==> src/rtl/conditioner_pkg.sv <==
// conditioner_pkg: default parameter values shared by the multi-channel input
// conditioner and its testbench.
package conditioner_pkg;

   localparam int DEF_CHANNELS    = 4;  // independent input channels
   localparam int DEF_SYNC_STAGES = 2;  // synchroniser flop depth
   localparam int DEF_COUNT_WIDTH = 3;  // debounce counter width
   localparam int DEF_WAIT_TIME   = 3;  // cycles of disagreement before update

endpackage : conditioner_pkg

==> src/rtl/conditioner_channel.sv <==
// conditioner_channel: one pin's worth of conditioning. It synchronises the
// raw pin, debounces it with a stable-time counter, and emits registered
// one-cycle edge pulses plus a sticky event flag with a level clear.
module conditioner_channel
   import conditioner_pkg::*;
#(
   parameter int SYNC_STAGES = DEF_SYNC_STAGES,
   parameter int COUNT_WIDTH = DEF_COUNT_WIDTH,
   parameter int WAIT_TIME   = DEF_WAIT_TIME
) (
   input  logic clk,
   input  logic reset_n,
   input  logic noisysignal,
   input  logic enable,
   input  logic event_clear,
   output logic conditioned,
   output logic positiveedge,
   output logic negativeedge,
   output logic event_pending
);

   // Count value on which the next disagreeing cycle commits the new level.
   localparam logic [COUNT_WIDTH-1:0] LAST_COUNT = COUNT_WIDTH'(WAIT_TIME - 1);

   logic [SYNC_STAGES-1:0] sync_q;
   logic                   synced;
   logic [COUNT_WIDTH-1:0] count_q;
   logic                   differs;
   logic                   expired;

   assign synced  = sync_q[SYNC_STAGES-1];
   assign differs = synced ^ conditioned;
   assign expired = differs && (count_q == LAST_COUNT);

   // Synchroniser chain: always running, independent of enable.
   // NOTE: non-blocking assignments make every stage sample its neighbour's
   // pre-edge value, so the chain shifts by exactly one stage per clock.
   always_ff @(posedge clk) begin
      if (!reset_n) begin
         sync_q <= '0;
      end else begin
         sync_q <= {sync_q[SYNC_STAGES-2:0], noisysignal};
      end
   end

   // Debounce counter, debounced level and registered edge pulses.
   always_ff @(posedge clk) begin
      if (!reset_n) begin
         count_q      <= '0;
         conditioned  <= 1'b0;
         positiveedge <= 1'b0;
         negativeedge <= 1'b0;
      end else begin
         positiveedge <= 1'b0;
         negativeedge <= 1'b0;
         if (!enable || !differs) begin
            // Disabled, or one cycle of agreement: restart the stable-time count.
            count_q <= '0;
         end else if (expired) begin
            count_q      <= '0;
            conditioned  <= synced;
            positiveedge <= synced;
            negativeedge <= ~synced;
         end else begin
            count_q <= count_q + COUNT_WIDTH'(1);
         end
      end
   end

   // Sticky event flag: a pulse in the same cycle as a clear still sets it.
   always_ff @(posedge clk) begin
      if (!reset_n) begin
         event_pending <= 1'b0;
      end else begin
         event_pending <= positiveedge | negativeedge | (event_pending & ~event_clear);
      end
   end

endmodule : conditioner_channel

==> src/rtl/inputconditioner_multi.sv <==
// inputconditioner_multi: CHANNELS independent pin conditioners sharing one
// clock and reset, plus a combined any-edge indication.
module inputconditioner_multi
   import conditioner_pkg::*;
#(
   parameter int CHANNELS    = DEF_CHANNELS,
   parameter int SYNC_STAGES = DEF_SYNC_STAGES,
   parameter int COUNT_WIDTH = DEF_COUNT_WIDTH,
   parameter int WAIT_TIME   = DEF_WAIT_TIME
) (
   input  logic                clk,
   input  logic                reset_n,
   input  logic [CHANNELS-1:0] noisysignal,
   input  logic [CHANNELS-1:0] enable,
   input  logic [CHANNELS-1:0] event_clear,
   output logic [CHANNELS-1:0] conditioned,
   output logic [CHANNELS-1:0] positiveedge,
   output logic [CHANNELS-1:0] negativeedge,
   output logic [CHANNELS-1:0] event_pending,
   output logic                any_edge
);

   // Reject parameter sets the counter or chain cannot honour.
   if (CHANNELS < 1) begin : g_bad_channels
      $error("inputconditioner_multi: CHANNELS must be at least 1");
   end
   if (SYNC_STAGES < 2) begin : g_bad_sync
      $error("inputconditioner_multi: SYNC_STAGES must be at least 2");
   end
   if (WAIT_TIME < 1) begin : g_bad_wait_low
      $error("inputconditioner_multi: WAIT_TIME must be at least 1");
   end
   if (WAIT_TIME > (2 ** COUNT_WIDTH)) begin : g_bad_wait_high
      $error("inputconditioner_multi: WAIT_TIME exceeds 2**COUNT_WIDTH");
   end

   for (genvar i = 0; i < CHANNELS; i++) begin : g_ch
      conditioner_channel #(
         .SYNC_STAGES (SYNC_STAGES),
         .COUNT_WIDTH (COUNT_WIDTH),
         .WAIT_TIME   (WAIT_TIME)
      ) u_channel (
         .clk           (clk),
         .reset_n       (reset_n),
         .noisysignal   (noisysignal[i]),
         .enable        (enable[i]),
         .event_clear   (event_clear[i]),
         .conditioned   (conditioned[i]),
         .positiveedge  (positiveedge[i]),
         .negativeedge  (negativeedge[i]),
         .event_pending (event_pending[i])
      );
   end

   // Pulses are registered, so this reduction is glitch-free.
   assign any_edge = |(positiveedge | negativeedge);

endmodule : inputconditioner_multi
==> config.mk <==
export PLATFORM = sky130hd
export DESIGN_NAME = inputconditioner_multi
export DESIGN_NICKNAME = d
export VERILOG_FILES = /design/src/rtl/conditioner_pkg.sv /design/src/rtl/conditioner_channel.sv /design/src/rtl/inputconditioner_multi.sv
export SDC_FILE = /design/constraint.sdc
export NUM_CORES = 1
export LEC_CHECK = 0
export ABC_CLOCK_PERIOD_IN_PS = 1100
export BUFFER_PORTS_ARGS = -buffer_cell sky130_fd_sc_hd__buf_2
export CAP_MARGIN = 15
export CORE_MARGIN = 2
export CORE_UTILIZATION = 48
export CTS_CLUSTER_SIZE = 10
export DETAILED_ROUTE_END_ITERATION = 16
export GPL_TIMING_DRIVEN = 1
export PLACE_DENSITY = 0.74
export RECOVER_POWER = 50
export SETUP_SLACK_MARGIN = 0.05
export SLEW_MARGIN = 25
export SYNTH_ARGS = -nofsm -noshare
export SYNTH_HDL_FRONTEND = slang
export SYNTH_SLANG_ARGS = --single-unit
==> constraint.sdc <==
create_clock -name clk -period 1.1 [get_ports clk]
set_clock_uncertainty 0.05 [all_clocks]
set_input_delay 0.11 -clock clk [delete_from_list [all_inputs] [get_ports clk]]
set_output_delay 0.11 -clock clk [all_outputs]
set_load 0.02 [all_outputs]
* Yosys cells after proc, flatten, opt, wreduce, memory -nomap -nowiden
Cells that the tools add are included.
** Operators by class
- Eq/ne operators :: 4
- Reductions and logical operators :: 29
- $add $sub $neg :: 4
- Bitwise logic cells :: 34
** Operators with widths (count)
- OR reduction 3 bit :: 8
- inverter 1 bit :: 17
- adder 3 x 1 -> 3 bit (second input constant) :: 4
- == test 3 x 2 -> 1 bit (second input constant) :: 4
- zero test 1 bit :: 8
- bitwise OR 1 bit :: 8
- AND reduction 2 bit :: 4
- AND 1 bit :: 4
- logical AND 1 bit :: 4
- logical OR 1 bit :: 4
- bitwise OR 4 bit :: 1
- OR reduction 4 bit :: 1
- bitwise XOR 1 bit :: 4
** Word-level totals
- Output and inout bits :: 17
- Flip-flop bits (word level) :: 36
- Word-level logic and storage cells :: 95

* Longest topological paths before layout
- Depth after elaboration :: 5
- Mapped depth :: 4
- Depth with buffers taken out :: 4

* Hierarchy
From an unflattened synthesis, not the netlist that was laid out.
** Second synthesis, totals
- Cell total of the unflattened synthesis :: 123
- Area, all modules :: 1392.6 um^2
** Modules (own cells, without submodules)
- conditioner_channel :: area an instance 344.1 um^2, cells each 30, instances 4
- inputconditioner_multi :: area an instance 16.3 um^2, cells each 3, instances 1

* Worst setup path before layout
No wires, ideal clock.
- Path type :: register to register
- Start point :: register g_ch[0].u_channel.count_q[0]
- End point :: register g_ch[0].u_channel.count_q[2]
- Path slack :: 0.007 ns
- Setup time :: 0.088 ns
- Required time :: 0.962 ns
- Stages on the path, launching flop included :: 5
- Data arrival time :: 0.955 ns
- Cell sequence :: dfxtp_1 inv_1 ha_1 nor2b_1 nor4_2
** Between the ends
- Word-level cells in the longest chain between the ends :: 3
** RTL lines
- start, declared :: RTL line conditioner_channel.sv:27 : logic [COUNT_WIDTH-1:0] count_q;
- start signal, assigned :: RTL line conditioner_channel.sv:65 : count_q <= count_q + COUNT_WIDTH'(1);
- == test 3 x 2 -> 1 bit :: RTL line conditioner_channel.sv:33 : assign expired = differs && (count_q == LAST_COUNT);
- logical AND 1 bit :: RTL line conditioner_channel.sv:33
- OR reduction 3 bit (no source line)
Parallel ways exist; a longest one is shown, timed or not.
A chain may end at the register's enable or synchronous reset.

* Final worst setup path
- Start point :: register g_ch[1].u_channel.positiveedge
- End point :: output port any_edge
** Between the ends
- Word-level cells in the longest chain between the ends :: 2
** RTL lines
- start, declared :: RTL line conditioner_channel.sv:17 : output logic positiveedge,
- start signal, assigned :: RTL line conditioner_channel.sv:62 : positiveedge <= synced;
- bitwise OR 4 bit :: RTL line inputconditioner_multi.sv:56 : assign any_edge = |(positiveedge | negativeedge);
- OR reduction 4 bit :: RTL line inputconditioner_multi.sv:56
- end, declared :: RTL line inputconditioner_multi.sv:20 : output logic any_edge
No other way between the ends.

==> run metrics <==
status complete, but fails checks; failing checks setup timing; footprint of the multi-input gates 827.0 um^2; unrepaired setup endpoints after global routing true; GRT Overall Usage 0.1701; CP Max Fanout 3; Crit. End Element output port; Avg Cell Area, Syn 10.64 um^2; DP Area 1633 um^2; crit path DAT 1.15 ns; routed len/inst 12.50 um; total core area 3028 um^2; Vias/cell 4.972; Remaining Overflow, GRT 0; FMAX 762.0 MHz; setup ws final -0.2123 ns; detailed-placement wirelength estimate 1797 um; synth unique cells 17; Routed Antenna Nets 0; PortBufs 30; Place WS -0.04239 ns; Finished Cell Area 1983 um^2; Syn Nets 164; root buffer cell clkbuf_4; crit share post-route 1.193; TritonCTS Buffers 5; 1st-iter DRT viols 25; TritonCTS clock tree built; min-delay worst type input port to flop; Seq/Total Area, Yosys 0.4768; cells after synthesis 142; Worst-Skew Late Latency 0.33 ns; Tmin final 1.312 ns; vias in the first global route 1,037; largest net degree at the start of global routing 22; max_cap viols 0; Power Dens Cells 1013 nW/um^2; FF+latch count, synth 36; Routability Congestion 0.7090; DR DRC count 0; share of cells above drive strength 1 0.5588; commonest cells after routing, fill and taps aside dfxtp_1 (21), buf_2 (17), buf_4 (15), nand2_1 (13), nor4_2 (12); 1st-pass router iterations 2; Tightest Pin Transition 0.4166 ns; I/O pin cnt 31; YS warnings 0; setup violators final 1; die area 3614 um^2; CP Launch Type flop; Setup CP Type flop to output port; initial antenna violation count 0; Max transition margin 0.7203; Clock transition at path regs 0.09 ns; most common cell after layout, fill and taps aside dfxtp_1; via count 1,064; Placed Instances 199; Tot Pwr 2.009 mW; leakage power 0.7369 nW; Non-Filler Instances 214; die width 60.12 um; first-pass GRT wire length 4416 um; Reg area 749.5 um^2; Nets 194; Peak supply drop 0.0006301 V; Netlist Area Pre-Place 1511 um^2; Final Hold Viols 0; Layout area overhead 31.21%; worst hold slack 0.03717 ns; WP data required 0.94 ns; Total Wirelength 2674 um; ant diodes 0; initial core utilization 0.4992; clk sinks 36; die height 60.12 um; total of fill cells in the finished design 244; Core Rows 20; H-tree levels 2; Max Buffers Root-to-Sink 2; count of final max-slew check failures 0
[synth_stat cells]
cell type / count / share of area
nor2b_1: 8 / 0.033
nand2_1: 13 / 0.032
nor4_1: 10 / 0.041
nor4_2: 4 / 0.033
nor3b_1: 8 / 0.040
nand3b_1: 4 / 0.020
inv_1: 4 / 0.0099
nand4b_1: 4 / 0.023
and2_1: 8 / 0.033
o31a_1: 4 / 0.023
ha_1: 8 / 0.066
clkbuf_2: 1 / 0.0033
dfxtp_1: 36 / 0.48
buf_4: 17 / 0.084
buf_6: 1 / 0.0074
xnor2_1: 8 / 0.046
mux2i_1: 4 / 0.026
[repair_timing]
item	CTS	global route
pin swaps	10	11
setup buffers	5	1
gates resized for setup	29	37
hold buffers	4	0
setup endpoints to repair	25	35
endpoints found under the hold margin	4	0
[final timing paths]
path	from	end	slack (ns)	cells past startpoint
setup reg to reg	g_ch[0].u_channel.count_q[0]	g_ch[0].u_channel.count_q[0]	0.01	4
hold / removal	enable[3]	g_ch[3].u_channel.conditioned	0.04	3
setup / recovery	g_ch[1].u_channel.positiveedge	any_edge	-0.21	3
hold reg to reg	g_ch[2].u_channel.sync_q[0]	g_ch[2].u_channel.sync_q[1]	0.39	1
[cell type report]
| cell class | count | share of cell area |
|---|---|---|
| Clock buffer | 5 | 0.01893 |
| Inverter | 4 | 0.007571 |
| Multi-Input combinational cell | 83 | 0.4170 |
| Sequential cell | 36 | 0.3779 |
| Tap cell | 44 | 0.02776 |
| Timing Repair Buffer | 42 | 0.1508 |
[critical path, stage by stage (launching register included)]
cell and delay (ns):
dfxtp_1 0.34, nor4_1 0.26, nand2_1 0.07, buf_2 0.16
[state kept, by name, summed over array words and instances (netlist names)]
signal and count:
g_ch.u_channel.positiveedge 4, g_ch.u_channel.count_q 12, g_ch.u_channel.sync_q 8, g_ch.u_channel.negativeedge 4
g_ch.u_channel.event_pending 4, g_ch.u_channel.conditioned 4
[through the flow]
step	utilization	TNS, ns
after floorplan	-	0
after global routing	0.6550	-0.7234
after global placement	0.5393	0
after CTS	0.6157	-0.2301
after detailed placement	0.5393	-0.07355
final	0.6550	-0.2123
[metal layers]
layer / up-vias / track usage / wire length [um]
met3: 6 / 0.05195 / 133
li1: 531 / - / -
met2: 31 / 0.2780 / 1326
met5: - / 0 / 0
met1: 496 / 0.1922 / 1157
met4: 0 / 0.1048 / 56
[cells by family (layout without fill, tap and decap cells)]
family	after synthesis	count (layout)	share of synthesized area
AND/OR/NAND/NOR	59	59	0.2558
multiplexers	4	4	0.02649
XOR/XNOR	8	8	0.04636
flip-flops	36	36	0.4768
AO/OA/AOI/OAI	4	4	0.02318
buffers and inverters	23	51	0.1051
adder cells (fa/ha/maj)	8	8	0.06623
[report_power, final]
group	switching (mW)	internal (mW)
registers	0.0106	1.31
clock network	0.371	0.213
logic	0.0534	0.0523
total	0.435	1.57
Note: power is estimated with default switching activity, not from simulation.
